## src/rtl/retire_stage_pkg.sv

```systemverilog
// Shared definitions for the retire slice.
//   `PR  : physical register index width (128 physical registers)
//   `ROB : reorder buffer depth
//   ROB_ENTRY_PACKET : one ROB slot as presented on the retire port
//   RETIRE_WAYS / NUM_ARCH_REGS : default retire width and architectural register count
//   ST_RUN / ST_RECOVER : retire-stage FSM encodings
//   count_accepted() : number of set bits in an accepted-way mask
`ifndef PR
`define PR 7
`endif
`ifndef ROB
`define ROB 32
`endif

package retire_stage_pkg;

  localparam int RETIRE_WAYS   = 3;
  localparam int NUM_ARCH_REGS = 32;

  typedef struct packed {
    logic           valid;
    logic           completed;
    logic [4:0]     arch_reg;
    logic [`PR-1:0] Tnew;
    logic [`PR-1:0] Told;
  } ROB_ENTRY_PACKET;

  localparam logic [0:0] ST_RUN     = 1'b0;
  localparam logic [0:0] ST_RECOVER = 1'b1;

  function automatic logic [1:0] count_accepted(input logic [RETIRE_WAYS-1:0] mask);
    int n;
    n = 0;
    for (int k = 0; k < RETIRE_WAYS; k++) begin
      if (mask[k]) n++;
    end
    return 2'(n);
  endfunction

endpackage

```

## src/rtl/retire_stage_if.sv

```systemverilog
// Retire-stage bus: ROB retire port and squash request in, free-list return,
// committed map and perf counters out.
//   master : ROB / recovery controller side (drives retire_entry, squash)
//   slave  : retire_stage side (drives everything else)
`ifndef PR
`define PR 7
`endif

interface retire_stage_if
  import retire_stage_pkg::*;
#(
  parameter int WAYS      = RETIRE_WAYS,
  parameter int ARCH_REGS = NUM_ARCH_REGS
);

  ROB_ENTRY_PACKET [WAYS-1:0]                retire_entry;
  logic                                      squash;
  logic            [WAYS-1:0]                free_valid;
  logic            [WAYS-1:0][`PR-1:0]       free_preg;
  logic            [ARCH_REGS-1:0][`PR-1:0]  arch_map;
  logic                                      recover_valid;
  logic            [1:0]                     retire_num;
  logic            [31:0]                    retired_count;

  modport master (
    output retire_entry, squash,
    input  free_valid, free_preg, arch_map, recover_valid, retire_num, retired_count
  );

  modport slave (
    input  retire_entry, squash,
    output free_valid, free_preg, arch_map, recover_valid, retire_num, retired_count
  );

endinterface

```

## src/rtl/retire_stage_amt_regfile.sv

```systemverilog
// Architectural map table: ARCH_REGS entries of `PR bits.
//   clock, reset : clock and synchronous active-high reset (entry i resets to i)
//   wr_en/wr_addr/wr_data : WAYS write ports; a higher-numbered port wins
//                           when several hit the same entry in one cycle
//   rd_map : every entry, read out in parallel
// The caller is responsible for never writing entry 0.
`ifndef PR
`define PR 7
`endif

module amt_regfile
  import retire_stage_pkg::*;
#(
  parameter  int WAYS      = RETIRE_WAYS,
  parameter  int ARCH_REGS = NUM_ARCH_REGS,
  localparam int AREG_W    = $clog2(ARCH_REGS)
) (
  input  logic                            clock,
  input  logic                            reset,
  input  logic [WAYS-1:0]                 wr_en,
  input  logic [WAYS-1:0][AREG_W-1:0]     wr_addr,
  input  logic [WAYS-1:0][`PR-1:0]        wr_data,
  output logic [ARCH_REGS-1:0][`PR-1:0]   rd_map
);

  genvar gi;
  generate
    for (gi = 0; gi < ARCH_REGS; gi++) begin : g_entry
      logic [`PR-1:0] entry_reg;
      logic [`PR-1:0] entry_next;

      // Scanning ports oldest-first lets the youngest matching write win.
      always_comb begin
        entry_next = entry_reg;
        for (int w = 0; w < WAYS; w++) begin
          if (wr_en[w] && (wr_addr[w] == AREG_W'(gi))) begin
            entry_next = wr_data[w];
          end
        end
      end

      always_ff @(posedge clock) begin
        if (reset) begin
          entry_reg <= `PR'(gi);
        end else begin
          entry_reg <= entry_next;
        end
      end

      assign rd_map[gi] = entry_reg;
    end
  endgenerate

endmodule

```

## src/rtl/retire_stage.sv

```systemverilog
// Retire stage: commits up to WAYS ROB entries per cycle into the
// architectural map table, returns superseded physical registers (Told) to
// the free list, and flags one cycle where arch_map is the precise state for
// rename-table recovery after a squash.
//   clock, reset : clock and synchronous active-high reset
//   bus (slave)  : retire_entry/squash in; free_valid, free_preg, arch_map,
//                  recover_valid, retire_num, retired_count out (all registered)
`ifndef PR
`define PR 7
`endif

module retire_stage
  import retire_stage_pkg::*;
#(
  parameter  int WAYS      = RETIRE_WAYS,
  parameter  int ARCH_REGS = NUM_ARCH_REGS,
  localparam int AREG_W    = $clog2(ARCH_REGS)
) (
  input  logic           clock,
  input  logic           reset,
  retire_stage_if.slave  bus
);

  logic [WAYS-1:0]              valid_in;
  logic [WAYS-1:0]              accepted;
  logic [WAYS-1:0]              write_en;
  logic [WAYS-1:0][AREG_W-1:0]  wr_addr;
  logic [WAYS-1:0][`PR-1:0]     wr_data;
  logic [WAYS-1:0][`PR-1:0]     free_preg_next;
  logic [1:0]                   retire_num_next;

  logic [WAYS-1:0]              free_valid_reg;
  logic [WAYS-1:0][`PR-1:0]     free_preg_reg;
  logic [1:0]                   retire_num_reg;
  logic [31:0]                  retired_count_reg;
  logic [0:0]                   state_reg;
  logic [0:0]                   state_next;

  // A way retires only if it and every older way are valid; anything past the
  // first hole is dropped so commit order is never violated.
  genvar gi;
  generate
    for (gi = 0; gi < WAYS; gi++) begin : g_way
      assign valid_in[gi] = bus.retire_entry[gi].valid;

      if (gi == 0) begin : g_oldest
        assign accepted[gi] = valid_in[gi];
      end else begin : g_younger
        assign accepted[gi] = accepted[gi-1] & valid_in[gi];
      end

      // arch_reg 0 is hardwired: no map write and nothing to free.
      assign write_en[gi]       = accepted[gi] && (bus.retire_entry[gi].arch_reg != '0);
      assign wr_addr[gi]        = AREG_W'(bus.retire_entry[gi].arch_reg);
      assign wr_data[gi]        = bus.retire_entry[gi].Tnew;
      assign free_preg_next[gi] = write_en[gi] ? bus.retire_entry[gi].Told : '0;
    end
  endgenerate

  assign retire_num_next = count_accepted(accepted);

  amt_regfile #(
    .WAYS      (WAYS),
    .ARCH_REGS (ARCH_REGS)
  ) u_amt (
    .clock   (clock),
    .reset   (reset),
    .wr_en   (write_en),
    .wr_addr (wr_addr),
    .wr_data (wr_data),
    .rd_map  (bus.arch_map)
  );

  // Retirements in the squash cycle are older than the squash point, so they
  // land in the map on the same edge that enters RECOVER; recover_valid and
  // the post-retire map therefore appear together.
  always_comb begin
    state_next = state_reg;
    case (state_reg)
      ST_RUN:     state_next = bus.squash ? ST_RECOVER : ST_RUN;
      ST_RECOVER: state_next = ST_RUN;
      default:    state_next = ST_RUN;
    endcase
  end

  always_ff @(posedge clock) begin
    if (reset) begin
      state_reg         <= ST_RUN;
      free_valid_reg    <= '0;
      free_preg_reg     <= '0;
      retire_num_reg    <= '0;
      retired_count_reg <= '0;
    end else begin
      state_reg         <= state_next;
      free_valid_reg    <= write_en;
      free_preg_reg     <= free_preg_next;
      retire_num_reg    <= retire_num_next;
      retired_count_reg <= retired_count_reg + {30'd0, retire_num_next};
    end
  end

  assign bus.free_valid    = free_valid_reg;
  assign bus.free_preg     = free_preg_reg;
  assign bus.retire_num    = retire_num_reg;
  assign bus.retired_count = retired_count_reg;
  assign bus.recover_valid = (state_reg == ST_RECOVER);

`ifndef SYNTHESIS
  // Protocol checks on the ROB side; they never change behaviour.
  always @(posedge clock) begin
    if (!reset) begin
      assert ((valid_in & ~accepted) == '0)
        else $warning("retire_stage: non-contiguous retire valid mask %b", valid_in);
      for (int k = 0; k < WAYS; k++) begin
        assert (!accepted[k] || bus.retire_entry[k].completed)
          else $warning("retire_stage: way %0d retired without completed", k);
      end
      assert (state_reg != ST_RECOVER || valid_in == '0)
        else $warning("retire_stage: retire valid during recovery cycle");
    end
  end
`endif

endmodule

```

## src/flat_wrapper.sv

```systemverilog
// flat-port wrapper written by rule: the top's interface ports become plain ports
module retire_stage_flat import retire_stage_pkg::*;
#(
  parameter  int WAYS      = RETIRE_WAYS,
  parameter  int ARCH_REGS = NUM_ARCH_REGS,
  localparam int AREG_W    = $clog2(ARCH_REGS)
)
  (clock, reset, bus_retire_entry, bus_squash, bus_free_valid, bus_free_preg, bus_arch_map, bus_recover_valid, bus_retire_num, bus_retired_count);
  retire_stage_if #(.WAYS(WAYS), .ARCH_REGS(ARCH_REGS)) bus_i ();
  input  logic clock;
  input  logic reset;
  input wire logic [$bits(bus_i.retire_entry)-1:0] bus_retire_entry;
  input wire logic [$bits(bus_i.squash)-1:0] bus_squash;
  output wire logic [$bits(bus_i.free_valid)-1:0] bus_free_valid;
  output wire logic [$bits(bus_i.free_preg)-1:0] bus_free_preg;
  output wire logic [$bits(bus_i.arch_map)-1:0] bus_arch_map;
  output wire logic [$bits(bus_i.recover_valid)-1:0] bus_recover_valid;
  output wire logic [$bits(bus_i.retire_num)-1:0] bus_retire_num;
  output wire logic [$bits(bus_i.retired_count)-1:0] bus_retired_count;
  assign bus_i.retire_entry = bus_retire_entry;
  assign bus_i.squash = bus_squash;
  assign bus_free_valid = bus_i.free_valid;
  assign bus_free_preg = bus_i.free_preg;
  assign bus_arch_map = bus_i.arch_map;
  assign bus_recover_valid = bus_i.recover_valid;
  assign bus_retire_num = bus_i.retire_num;
  assign bus_retired_count = bus_i.retired_count;
  retire_stage #(.WAYS(WAYS), .ARCH_REGS(ARCH_REGS)) u_core (.clock(clock), .reset(reset), .bus(bus_i));
endmodule
```

## config.mk

```make
export PLATFORM = sky130hd
export DESIGN_NAME = retire_stage_flat
export DESIGN_NICKNAME = d
export VERILOG_FILES = /design/src/rtl/retire_stage_pkg.sv /design/src/rtl/retire_stage_if.sv /design/src/rtl/retire_stage_amt_regfile.sv /design/src/rtl/retire_stage.sv /design/src/flat_wrapper.sv
export SDC_FILE = /design/constraint.sdc
export NUM_CORES = 1
export LEC_CHECK = 0
export CORE_MARGIN = 1.5
export CORE_UTILIZATION = 53
export CTS_BUF_LIST = sky130_fd_sc_hd__clkbuf_8
export DETAILED_ROUTE_END_ITERATION = 8
export PLACE_DENSITY = 0.82
export SLEW_MARGIN = 25
export SYNTH_ARGS = -nofsm -noshare
export SYNTH_HDL_FRONTEND = slang
export SYNTH_SLANG_ARGS = --single-unit
```

## constraint.sdc

```tcl
create_clock -name clock -period 3.65 [get_ports clock]
set_clock_uncertainty 0.2 [all_clocks]
set_input_delay 0.9125 -clock clock [delete_from_list [all_inputs] [get_ports clock]]
set_output_delay 0.9125 -clock clock [all_outputs]
set_load 0.01 [all_outputs]
```

* After elaboration in Yosys (flattened, before gate mapping)
Index checks and enable logic that the tools add are counted.
** Word-level totals
- Output and inout port bits :: 283
- Bits in read-only memories :: 0
- Logic and storage cells :: 382
- Bits in latches :: 0
- Memories kept :: 0
- Register bits after elaboration :: 283
- Memory bits (writable) :: 0
** Operators by class
- Add/sub/neg operators :: 3
- Magnitude comparators :: 0
- Reductions and logical operators :: 140
- Equality and inequality tests :: 93
- Multiplexer cells :: 101
- Multipliers :: 0
- Divide/modulo/power cells :: 0
- Bitwise operators :: 6
- Shift-type cells :: 0
** Operators with widths (number)
- $mux 7 :: 96
- $eq 5x5->1 const B :: 48
- $eq 5x4->1 const B :: 24
- $logic_and 1x1->1 :: 99
- $reduce_bool 3->1 :: 32
- $eq 5x3->1 const B :: 12
- $add 32x2->32 :: 1
- $eq 5x2->1 const B :: 6
- $eq 5x1->1 const B :: 3
- $logic_not 5->1 :: 3
- $reduce_bool 5->1 :: 3
- $reduce_or 2->1 :: 3
- $mux 2 :: 2
- $not 1->1 :: 4
- $add 1x1->2 const B :: 1
- $add 2x2->2 const B :: 1
- $and 1x1->1 :: 2
- $mux 1 :: 2
- $pmux 1 s2 :: 1

* Depth between registers and ports, before layout
- Depth after elaboration :: 6
- Depth in mapped cells :: 11
- Mapped depth without buffers :: 8

* Modules after synthesis
A second synthesis with hierarchy kept.
** Unflattened totals
- Cell total of the unflattened synthesis :: 2135
- Area, all modules :: 16956.3 um^2
** Modules (own cells, without submodules)
- amt_regfile :: area each 14645.3 um^2, times used 1, sequential area each 4484.3 um^2, cells each 1897
- retire_stage :: area each 2311.0 um^2, times used 1, sequential area each 1181.1 um^2, cells each 238

* Worst setup path after synthesis
OpenSTA, ideal clock, no wires.
- Path kind :: input-to-reg
- From :: input port bus_retire_entry[20]
- To :: register u_core.retired_count_reg[18], in the netlist u_core.bus.retired_count[18]
- Arrival time :: 3.036 ns
- Setup slack :: 0.343 ns
- Buffers on the path :: 4
- Required time :: 3.380 ns
- Cell stages on the path :: 11
- Cell sequence :: buf_4 buf_4 a21boi_0 ha_1 fa_1 nand2_1 or3_1 clkbuf_1 clkbuf_1 or3_1 a21oi_1
** Between the ends
- Cells in the longest elaborated chain, start to end :: 6
** Ends and longest elaborated chain
- start, declared :: line flat_wrapper.sv:12 : input wire logic [$bits(bus_i.retire_entry)-1:0] bus_retire_entry;
- $mux 1 :: line retire_stage_pkg.sv:35 : if (mask[k]) n++;
- $add 1x1->2 :: line retire_stage_pkg.sv:35
- $mux 2 :: line retire_stage_pkg.sv:35
- $add 2x2->2 :: line retire_stage_pkg.sv:35
- $mux 2 (*) :: line retire_stage_pkg.sv:35
- via u_core.retire_num_next[0] :: line retire_stage.sv:30 : logic [1:0] retire_num_next;
- $add 32x2->32 (*) :: line retire_stage.sv:98 : retired_count_reg <= retired_count_reg + {30'd0, retire_num_next};
- end signal, assigned :: line retire_stage.sv:98
- end, declared :: line retire_stage.sv:35 : logic [31:0] retired_count_reg;
The timed path passes the listed nets; every way through them passes the cells marked *.
A chain may end at the register's enable or synchronous reset.

* Worst setup path after layout
- From :: input port bus_retire_entry[20]
- To :: register u_core.retired_count_reg[26], in the netlist u_core.bus.retired_count[26]
Same word-level chain as after synthesis.

==> impl_results.md <==
- IO Count: 349
- Outcome: finished with violations
- Layout cells sized above 1: 14.68%
- Final Worst Setup Slack: between 400 and 500 ps
- Drt wl/cell: roughly 26 um
- MaxCap Viol Count: 0
- Final GP Congestion: about 1.0
- Failing checks: design-rule violations
- Largest net degree at the start of global routing: 73
- Chip height: 177.6 um
- RSZ-0062 raised after global routing: false
- Hold path start: u_core.bus.recover_valid
- Routed wire length: 73.36 mm
- Synth Area in Adders: 0.2787%
- Largest family of logic cells by synthesized area: compound AO/OA/AOI/OAI gates
- Dpl ws: -161.0 ps
- Peak VDD IR: 0.4615 mV
- Hold_buf cts: 0
- CP delay by family, top: simple AND/OR/NAND/NOR gates
- XOR/XNOR Fraction of Synth Area: 0.4336%
- Yosys cell types: 85
- EDFF count, synth: 0
- Detailed placer's ending HPWL: 52.34 mm
- # resized after CTS: 0
- First-pass GRT wire length: between 100 and 150 mm
- Initial antenna violation count: 2
- Synth Area in Compound Gates: 30.92%
- Worst Setup Start Kind: input port
- Pwr per Cell Area: ~330 nW/um2
- WP buf/inv: 2
- Ys async rst share: 0%
- Worst reg2reg path startpoint: u_core.bus.retired_count[0]
- Max reg flops: 224
- Crit-path cells: clkdlybuf4s50_1, a21boi_0, ha_1, fa_1, nand2_1, or3_1, buf_4, or4_1, a21oi_1
- Rows: 63
- Clk slew on worst S/H paths: 60 ps
- Final instance area: between 20,000 and 25,000 um2
- Nets@finish: approximately 2,400
- Synth Warn #: 0
- Critical path type: in2reg
- Area delta synth->final: 36.42%
- Total CTS buffers: 49
- Setup Viol. Count Final: 0
- Syn nets: 2,040
- Vias/cell: just over 7
- Slew Limit Headroom: around a quarter
- CP max stage delay: 560 ps
- Die X: ~180 um
- Commonest non-fill, non-tap cells in the layout: clkdlybuf4s50_1 (344), dfxtp_1 (283), buf_4 (226)
- Seq cells post-synth: 283
- CTS Buffer Depth: 3
- Kind of end point of the critical path: register
- Commonest non-fill, non-tap cell in the layout: clkdlybuf4s50_1
- Crit path arrival time: 3550 ps
- Worst-margin pin slew: between 1000 and 1500 ps
- H-tree levels: 2
- Tcrit/Tclk final: about nine tenths
- Worst EP required: 3960 ps
- Fmax: 308.5 MHz
- Worst R2R Setup Slack: 1340 ps
- Setup total negative slack: 0 ps
- Final hold violation count: 0
- R2R cell count: 7
- Mapped Area: 16,160 um2
- Setup Fix Bufs, Post-CTS: 0
- Placed Area: 21,020 um2
- Top FF cell, synth: dfxtp_1
- 1st-iter DRT viols: 2,806
- CTS tree: done
- Post-placement cell count: 2,717
- Fin. max-slew vios: 0
- Hold Path End: u_core.bus.recover_valid
- Vias in the first global route: 18,379
- Full die area: 31,550 um2
- CTS Sinks: 283
- 1st-pass router iterations: 9
- Total grt overflow: 0
- Cells after Synth: between 1,500 and 2,000
- Post-route ant nets: 0
- Post-Synth Simple-Gate Area: a little under a quarter
- Worst path slowest cell: clkdlybuf4s50_1
- Starting Density: between 50% and 60%
- DRC: 1
- WHS Path Cells: 1
- Post-synthesis sequential area ratio: between 30% and 40%
- LEAKAGE: 7.870 nW
- Reg2reg end: u_core.bus.retired_count[26]
- Finished Layout Cells: 2,802
- Post-synthesis mux area share: 2.005%
- Worst min path class: reg2reg
- Via Count: 19,734
- Gr usage total: 44.72%
- Final Critical Period: 3242 ps
- Crit-path max FO: 15
- Clk_lat worst skew: 580 ps
- CTS Root Cell: clkbuf_8
- Core footprint: 29,800 um2
- Syn Area/Cell: 8.199 um2
- IO Port Bufs: 345
==> worst max path at each step <==
stage	startpoint	to	slack, ps	cells past startpoint
floorplan	bus_retire_entry[20]	u_core.bus.retired_count[18]	340	11
global placement	bus_retire_entry[20]	u_core.bus.retired_count[24]	-90	9
detailed placement	bus_retire_entry[20]	u_core.bus.retired_count[26]	-160	9
CTS	bus_retire_entry[20]	u_core.bus.retired_count[26]	460	9
global route	bus_retire_entry[20]	u_core.bus.retired_count[24]	270	9
finish	bus_retire_entry[20]	u_core.bus.retired_count[26]	410	9
==> through the flow <==
step                      hold slack (ps)  utilization, %  power [mW]
after floorplan                     264.5               -       3.728
after global placement              205.5           70.56       4.247
after detailed placement            223.5           70.56       4.258
after CTS                           231.5           73.98       7.266
after global routing                266.0           73.99       7.485
final                               227.3           73.99       7.323
==> layer usage <==
layer	part of all wire (%)	GRT usage, %	vias up
met5	0.012	0	-
met4	6.2	24.96	2
met3	15	12.28	374
met2	42	67.81	1723
met1	37	57.26	9139
li1	-	-	8496
==> where the power goes <==
| group | leakage [nW] | switching, mW | internal (mW) |
|---|---|---|---|
| clock network | 0.573 | 1.36 | 1.71 |
| logic | 5.01 | 0.658 | 0.397 |
| registers | 2.29 | 0.0448 | 3.15 |
==> cell type report <==
class | instances | area, um2
flip-flops and latches | 283 | 5665
fillers | 2267 | 7750
well taps | 390 | 488.0
diodes | 1 | 2.502
clock buffers | 61 | 839.6
inverters | 67 | 251.5
repair buffers | 579 | 5311
clock inverters | 23 | 181.4
multi-input cells | 1398 | 9306
==> synth_stat cells (all sizes together) (12+ instances only) <==
cell / n / area [um2]
a41oi: 20 / 175.2
dfxtp: 283 / 5665
nand2: 122 / 457.9
o41ai: 24 / 210.2
nor4: 29 / 181.4
nor2b: 19 / 118.9
nand4: 20 / 131.4
a211oi: 86 / 660.6
o32ai: 48 / 420.4
or3: 15 / 93.84
a2111oi: 17 / 155.1
a31oi: 14 / 87.58
inv: 65 / 244.0
buf: 64 / 337.8
a21oi: 83 / 415.4
and3: 55 / 344.1
a221oi: 77 / 674.4
o31ai: 41 / 307.8
clkbuf: 159 / 599.3
o311ai: 12 / 105.1
a22oi: 15 / 112.6
nor2: 117 / 451.7
nor3: 112 / 575.6
and2: 53 / 331.6
a311oi: 17 / 205.2
or4: 16 / 123.9
mux2i: 29 / 290.3
a221o: 39 / 390.4
o21ai: 101 / 505.5
nand3: 51 / 265.3
o211ai: 19 / 142.6
==> kinds of logic (layout without fill, tap and decap cells) <==
logic type      Yosys count  in the layout
fa+ha+maj                 3              3
compound gates          661            661
flops                   283            283
simple gates            694            694
mux                      32             32
other cells               0              1
xor+xnor                  8              8
buf+inv                 290            730
Note: power is estimated with default switching activity, not from simulation.
